File: config.mk
export PLATFORM = sky130hd
export DESIGN_NAME = frame_ram_scheduler_flat
export DESIGN_NICKNAME = d
export VERILOG_FILES = /design/src/rtl/frame_ram_scheduler_if.sv /design/src/rtl/frame_ram_scheduler.sv /design/src/flat_wrapper.sv
export SDC_FILE = /design/constraint.sdc
export NUM_CORES = 1
export LEC_CHECK = 0
export CELL_PAD_IN_SITES_DETAIL_PLACEMENT = 0
export CELL_PAD_IN_SITES_GLOBAL_PLACEMENT = 2
export CORE_MARGIN = 2
export CORE_UTILIZATION = 25
export DETAILED_ROUTE_END_ITERATION = 7
export PLACE_DENSITY = 0.81
export SYNTH_ARGS = -nofsm -noshare
export SYNTH_HDL_FRONTEND = slang
export SYNTH_SLANG_ARGS = --single-unit
File: constraint.sdc
create_clock -name clk -period 1.7 [get_ports clk]
set_input_delay 0.34 -clock clk [delete_from_list [all_inputs] [get_ports clk]]
set_output_delay 0.34 -clock clk [all_outputs]
set_load 0.01 [all_outputs]
File: src/rtl/frame_ram_scheduler_if.sv
`default_nettype none
// ============================================================================
// Module   : frame_ram_scheduler_if
// Brief    : Capture/read client and single-port RAM bus of the frame scheduler.
// Revision : 1.0 - initial release
// ============================================================================
interface frame_ram_scheduler_if #(
    parameter int AW = 15,
    parameter int DW = 8
);
    logic          frame_start;
    logic          wr_req;
    logic [DW-1:0] wr_data;
    logic          rd_req;
    logic [AW-1:0] rd_addr;
    logic          proc_done;
    logic          rd_grant;
    logic          rd_valid;
    logic [DW-1:0] rd_data;
    logic [AW-1:0] ram_addr;
    logic [DW-1:0] ram_wdata;
    logic          ram_wren;
    logic [DW-1:0] ram_q;
    logic [1:0]    state;
    logic          frame_ready;
    logic [7:0]    skip_cnt;
    logic [7:0]    abort_cnt;

    modport master (
        output frame_start, wr_req, wr_data, rd_req, rd_addr, proc_done, ram_q,
        input  rd_grant, rd_valid, rd_data, ram_addr, ram_wdata, ram_wren,
               state, frame_ready, skip_cnt, abort_cnt
    );

    modport slave (
        input  frame_start, wr_req, wr_data, rd_req, rd_addr, proc_done, ram_q,
        output rd_grant, rd_valid, rd_data, ram_addr, ram_wdata, ram_wren,
               state, frame_ready, skip_cnt, abort_cnt
    );
endinterface
`default_nettype wire

File: src/rtl/frame_ram_scheduler.sv
`default_nettype none
// ============================================================================
// Module   : frame_ram_scheduler
// Brief    : Single-port frame RAM scheduler; capture writes win, reads fill gaps.
// Revision : 1.0 - initial release
// ============================================================================
module frame_ram_scheduler #(
    parameter int DEPTH = 19200,
    parameter int AW    = 15,
    parameter int DW    = 8
) (
    input  logic                 clk,
    input  logic                 rst_n,
    frame_ram_scheduler_if.slave bus
);

    localparam logic [1:0]    S_IDLE      = 2'b00;
    localparam logic [1:0]    S_CAPTURE   = 2'b01;
    localparam logic [1:0]    S_PROCESS   = 2'b10;
    localparam logic [AW-1:0] C_LAST_ADDR = AW'(DEPTH - 1);
    localparam logic [AW-1:0] C_ONE       = AW'(1);
    localparam logic [7:0]    C_CNT_MAX   = 8'hFF;

    logic [1:0]    r_state;
    logic [1:0]    w_state_nxt;
    logic [AW-1:0] r_wr_ptr;
    logic [AW-1:0] w_wr_ptr_nxt;
    logic [AW-1:0] w_wr_addr;
    logic [7:0]    r_skip_cnt;
    logic [7:0]    w_skip_cnt_nxt;
    logic [7:0]    r_abort_cnt;
    logic [7:0]    w_abort_cnt_nxt;
    logic          w_wr_fire;
    logic          w_rd_fire;
    logic [AW-1:0] r_ram_addr;
    logic [DW-1:0] r_ram_wdata;
    logic          r_ram_wren;
    logic          r_rd_pend;
    logic          r_rd_valid;

    assign w_wr_fire = (r_state == S_CAPTURE) & bus.wr_req;
    // Grant is combinational so a held request is accepted in the same cycle.
    assign w_rd_fire = rst_n & bus.rd_req & ~w_wr_fire;
    assign w_wr_addr = bus.frame_start ? '0 : r_wr_ptr;

    always_comb begin
        w_state_nxt     = r_state;
        w_wr_ptr_nxt    = r_wr_ptr;
        w_skip_cnt_nxt  = r_skip_cnt;
        w_abort_cnt_nxt = r_abort_cnt;
        case (r_state)
            S_IDLE: begin
                if (bus.frame_start) begin
                    w_state_nxt  = S_CAPTURE;
                    w_wr_ptr_nxt = '0;
                end
            end
            S_CAPTURE: begin
                if (bus.frame_start) begin
                    // A pixel arriving with frame_start is pixel 0 of the new frame.
                    w_wr_ptr_nxt = w_wr_fire ? C_ONE : '0;
                    if (r_abort_cnt != C_CNT_MAX) begin
                        w_abort_cnt_nxt = r_abort_cnt + 8'd1;
                    end
                end else if (w_wr_fire) begin
                    if (r_wr_ptr == C_LAST_ADDR) begin
                        w_state_nxt  = S_PROCESS;
                        w_wr_ptr_nxt = '0;
                    end else begin
                        w_wr_ptr_nxt = r_wr_ptr + C_ONE;
                    end
                end
            end
            S_PROCESS: begin
                if (bus.proc_done) begin
                    w_state_nxt  = bus.frame_start ? S_CAPTURE : S_IDLE;
                    w_wr_ptr_nxt = '0;
                end else if (bus.frame_start && (r_skip_cnt != C_CNT_MAX)) begin
                    w_skip_cnt_nxt = r_skip_cnt + 8'd1;
                end
            end
            default: begin
                w_state_nxt  = S_IDLE;
                w_wr_ptr_nxt = '0;
            end
        endcase
    end

    always_ff @(posedge clk or negedge rst_n) begin
        if (!rst_n) begin
            r_state     <= S_IDLE;
            r_wr_ptr    <= '0;
            r_skip_cnt  <= '0;
            r_abort_cnt <= '0;
        end else begin
            r_state     <= w_state_nxt;
            r_wr_ptr    <= w_wr_ptr_nxt;
            r_skip_cnt  <= w_skip_cnt_nxt;
            r_abort_cnt <= w_abort_cnt_nxt;
        end
    end

    always_ff @(posedge clk or negedge rst_n) begin
        if (!rst_n) begin
            r_ram_addr  <= '0;
            r_ram_wdata <= '0;
            r_ram_wren  <= 1'b0;
            r_rd_pend   <= 1'b0;
            r_rd_valid  <= 1'b0;
        end else begin
            r_ram_wren <= w_wr_fire;
            if (w_wr_fire) begin
                r_ram_addr  <= w_wr_addr;
                r_ram_wdata <= bus.wr_data;
            end else if (w_rd_fire) begin
                r_ram_addr <= bus.rd_addr;
            end
            // RAM returns data one cycle after the address, so valid trails grant by two.
            r_rd_pend  <= w_rd_fire;
            r_rd_valid <= r_rd_pend;
        end
    end

    assign bus.rd_grant    = w_rd_fire;
    assign bus.rd_valid    = r_rd_valid;
    assign bus.rd_data     = r_rd_valid ? bus.ram_q : '0;
    assign bus.ram_addr    = r_ram_addr;
    assign bus.ram_wdata   = r_ram_wdata;
    assign bus.ram_wren    = r_ram_wren;
    assign bus.state       = r_state;
    assign bus.frame_ready = (r_state == S_PROCESS);
    assign bus.skip_cnt    = r_skip_cnt;
    assign bus.abort_cnt   = r_abort_cnt;

endmodule
`default_nettype wire

File: src/flat_wrapper.sv
// flat-port wrapper written by rule: the top's interface ports become plain ports
module frame_ram_scheduler_flat 
#(
    parameter int DEPTH = 19200,
    parameter int AW    = 15,
    parameter int DW    = 8
)
  (clk, rst_n, bus_frame_start, bus_wr_req, bus_wr_data, bus_rd_req, bus_rd_addr, bus_proc_done, bus_ram_q, bus_rd_grant, bus_rd_valid, bus_rd_data, bus_ram_addr, bus_ram_wdata, bus_ram_wren, bus_state, bus_frame_ready, bus_skip_cnt, bus_abort_cnt);
  frame_ram_scheduler_if #(.AW(AW), .DW(DW)) bus_i ();
  input  logic clk;
  input  logic rst_n;
  input wire logic [$bits(bus_i.frame_start)-1:0] bus_frame_start;
  input wire logic [$bits(bus_i.wr_req)-1:0] bus_wr_req;
  input wire logic [$bits(bus_i.wr_data)-1:0] bus_wr_data;
  input wire logic [$bits(bus_i.rd_req)-1:0] bus_rd_req;
  input wire logic [$bits(bus_i.rd_addr)-1:0] bus_rd_addr;
  input wire logic [$bits(bus_i.proc_done)-1:0] bus_proc_done;
  input wire logic [$bits(bus_i.ram_q)-1:0] bus_ram_q;
  output wire logic [$bits(bus_i.rd_grant)-1:0] bus_rd_grant;
  output wire logic [$bits(bus_i.rd_valid)-1:0] bus_rd_valid;
  output wire logic [$bits(bus_i.rd_data)-1:0] bus_rd_data;
  output wire logic [$bits(bus_i.ram_addr)-1:0] bus_ram_addr;
  output wire logic [$bits(bus_i.ram_wdata)-1:0] bus_ram_wdata;
  output wire logic [$bits(bus_i.ram_wren)-1:0] bus_ram_wren;
  output wire logic [$bits(bus_i.state)-1:0] bus_state;
  output wire logic [$bits(bus_i.frame_ready)-1:0] bus_frame_ready;
  output wire logic [$bits(bus_i.skip_cnt)-1:0] bus_skip_cnt;
  output wire logic [$bits(bus_i.abort_cnt)-1:0] bus_abort_cnt;
  assign bus_i.frame_start = bus_frame_start;
  assign bus_i.wr_req = bus_wr_req;
  assign bus_i.wr_data = bus_wr_data;
  assign bus_i.rd_req = bus_rd_req;
  assign bus_i.rd_addr = bus_rd_addr;
  assign bus_i.proc_done = bus_proc_done;
  assign bus_i.ram_q = bus_ram_q;
  assign bus_rd_grant = bus_i.rd_grant;
  assign bus_rd_valid = bus_i.rd_valid;
  assign bus_rd_data = bus_i.rd_data;
  assign bus_ram_addr = bus_i.ram_addr;
  assign bus_ram_wdata = bus_i.ram_wdata;
  assign bus_ram_wren = bus_i.ram_wren;
  assign bus_state = bus_i.state;
  assign bus_frame_ready = bus_i.frame_ready;
  assign bus_skip_cnt = bus_i.skip_cnt;
  assign bus_abort_cnt = bus_i.abort_cnt;
  frame_ram_scheduler #(.DEPTH(DEPTH), .AW(AW), .DW(DW)) u_core (.clk(clk), .rst_n(rst_n), .bus(bus_i));
endmodule
==> flow_summary.toml <==
[synthesis]
synth_ff_type = "dfrtp_1"
syn_area_um2 = 2900
yosys.cell_types.count = 47
async_reset_ff_frac = 1.00
synth_edf_count = 0
syn_inst = 289
yosys_register_bits = 59
synth_fp_nets = 329
yosysWarnings = 0
yosysSeqAreaShare = 0.508
postSynthAreaPerCell_um2 = 10.0

[clock_network]
postCtsHoldBufs = 0
path_clk_slew_ns = 0.05
clockBufferDepth = 2
root_buffer = "clkbuf_16"
cts-buffers-inserted = 9
clock_latency_ns = 0.33
htree_levels = 3
clock_sinks = 59
cts_tree = "built"

[floorplanning]
die-area_um2 = 12500
pin_count = 90
core_region_area_um2 = 11400
rows = 39
start_util = 0.255
dieHeight_um = 112
die_w_um = 112

[flow_run]
cap_violations = 0

[timing]
tns_ns = -1.24
hold_violations = 0
drv_slew = 0
worst_pin_slew_ns = 0.772
fin_crit_ns = 1.87
fin_skew_ns = 0.00728
slew_headroom = 0.486
rsz0062_at_grt = "true"
fin_crit_sh = 1.10
setup_slack_ns = -0.168
max_freq_ghz = 0.535
setup_violations = 13

[critical_path]
cpMostUsedCell = "buf_12"
endpoint_kind = "flip-flop"
startpoint_type = "flip-flop"
worstPathRequired_ns = 1.92
critical_path.max_fanout = 11
r2r_slack_ns = -0.17
worstPathArrival_ns = 2.08
crit_chain = "or3b_4 > nor4_4 > buf_6 > nor3_4 > buf_12 > buf_12 > a22o_1"
startpoint = "u_core.r_wr_ptr[12]"
path_class = "reg -> reg"
rr_worst_depth = 7
timing.rr.start = "u_core.r_wr_ptr[12]"
cp_slowest_cell = "or3b_4"
regToRegEndpoint = "u_core.r_wr_ptr[1]"
max_stage_delay_ns = 0.41

[routing]
drt_iter0_markers = 157
detail_route.wl_per_cell_um = 14.6
drc = 0
via_count = 2726
viasPerCell = 4.68
wirelength_um = 8530
first_pass_iters = 5
ant_nets = 0

[global_routing]
grt_first_pass_wirelength_um = 14100
grt_max_degree = 60
grt-ovfl-total = 0
grt_pass1_vias = 2825
grt_use_total = 0.142
antenna_found_initial = 0

[status]
violations = "negative setup slack"
status = "complete, but fails checks"

[place]
hpwl_um = 5990
dpl-instance-area_um2 = 4300
gp_congestion = 0.832
io_buffer_count = 89

[cells_and_area]
final_common_cell = "clkdlybuf4s50_1"
n_antenna_cell = 0
areaGrowthSynthToFinish_pct = 65.4
layout_common_cells = "clkdlybuf4s50_1, dfrtp_1, buf_4"
drive_above_1_share = 0.259
layout.nets = 475
fill_cells = 1126
design_area_um2 = 4800

[power_and_ir_drop]
seqPwrFrac = 0.376
irDropWorstVdd_mv = 0.609
power.total_uw = 4560
power_density_nw_per_um2 = 948
p_int_uw = 3360
p_switching_uw = 1200
switching_share = 0.263
clkPwrFrac = 0.425
leakage_uw = 0.00225
combPwrFrac = 0.199

[hold_path]
hold_class = "in -> async"
## cell type report
type	instances	area (um^2)	area share
flip-flops and latches	59	1480	0.308
multi-input cells	214	1470	0.305
repair buffers	147	1340	0.280
clock buffers	9	225	0.0469
well taps	143	179	0.0372
clock inverters	7	92.6	0.0193
inverters	4	15.0	0.00313
## power by group through the flow
stage                     clock network (uW)  logic, uW  registers, uW
after CTS                               1990        905           1710
after global routing                    2060       1000           1740
final                                   1940        906           1710
after detailed placement                   0        887           1720
after floorplan                            0        294           1780
after global placement                     0        870           1720
## cells by family (layout without fill, tap and decap cells)
family,Yosys count,count (layout),synth area share
fa+ha+maj,3,3,0.0129
mux,17,17,0.0595
compound gates,71,71,0.153
simple gates,109,109,0.195
xor+xnor,14,14,0.0422
flops,59,59,0.508
buf+inv,16,167,0.0289
## worst max-delay path by stage
stage / to / slack, ns
5_1_grt: u_core.r_wr_ptr[1] / -0.21
4_1_cts: u_core.r_wr_ptr[1] / -0.15
6_report: u_core.r_wr_ptr[1] / -0.17
2_1_floorplan: u_core.r_wr_ptr[1] / -0.04
3_5_place_dp: u_core.r_wr_ptr[5] / -0.44
3_3_place_gp: u_core.r_wr_ptr[5] / -0.34
## per-layer routing
| metal | part of all wire | vias to the layer above | GRT usage |
|---|---|---|---|
| li1 | - | 1334 | - |
| met1 | 0.47 | 1286 | 0.191 |
| met2 | 0.45 | 94 | 0.216 |
| met3 | 0.066 | 12 | 0.0408 |
| met4 | 0.018 | 0 | 0.0551 |
| met5 | 0 | - | 0 |
## stage by stage
step	hold slack, ns	worst slack, ns	cells	utilization
3_3_place_gp	0.337	-0.342	557	0.378
5_1_grt	0.303	-0.212	583	0.422
4_1_cts	0.254	-0.145	579	0.413
6_report	0.212	-0.168	583	0.422
3_5_place_dp	0.347	-0.440	557	0.378
2_1_floorplan	0.0444	-0.0406	289	-
## worst max-delay path: cells and delay by family (launching register included)
family	cells	cell delay, ns
buffers and inverters	3	0.44
AO/OA/AOI/OAI	1	0.19
AND/OR/NAND/NOR	3	0.75
flip-flops	1	0.37
## cells in the mapped netlist, types with 2 or more instances
library cell / instances / share of area
a21oi_1: 34 / 0.059
a22o_1: 2 / 0.0060
a311oi_1: 2 / 0.0060
a31oi_1: 5 / 0.011
a41oi_1: 3 / 0.0090
and2_1: 10 / 0.022
and3_1: 4 / 0.0086
and4_1: 2 / 0.0060
buf_2: 4 / 0.0069
buf_6: 2 / 0.0078
clkbuf_1: 5 / 0.0065
dfrtp_1: 59 / 0.51
ha_1: 3 / 0.013
inv_1: 4 / 0.0052
mux2_2: 2 / 0.0078
mux2i_1: 15 / 0.052
nand2_1: 49 / 0.063
nand2b_1: 2 / 0.0043
nand3_1: 12 / 0.021
nand4_1: 6 / 0.013
nand4bb_1: 2 / 0.0078
nor2_1: 9 / 0.012
nor2b_1: 2 / 0.0043
nor3_1: 3 / 0.0052
nor4_1: 2 / 0.0043
o21ai_0: 10 / 0.017
o31ai_1: 4 / 0.010
xnor2_1: 9 / 0.027
xor2_1: 5 / 0.015
## sequential cells by signal, indices dropped and copies added (netlist names)
| signal | count |
|---|---|
| u_core.bus.ram_addr | 15 |
| u_core.bus.abort_cnt | 8 |
| u_core.bus.ram_wdata | 8 |
| u_core.bus.rd_valid | 1 |
| u_core.r_rd_pend | 1 |
| u_core.r_wr_ptr | 15 |
| u_core.bus.skip_cnt | 8 |
| u_core.bus.state | 2 |
| u_core.bus.ram_wren | 1 |
## repair_timing
item / in CTS / in global routing
gates resized for setup: 26 / 28
hold endpoints to repair: 0 / 0
setup endpoints to repair: 29 / 27
pin swaps: 9 / 13
buffers inserted: 6 / 6
(Power assumes the default switching activity.)
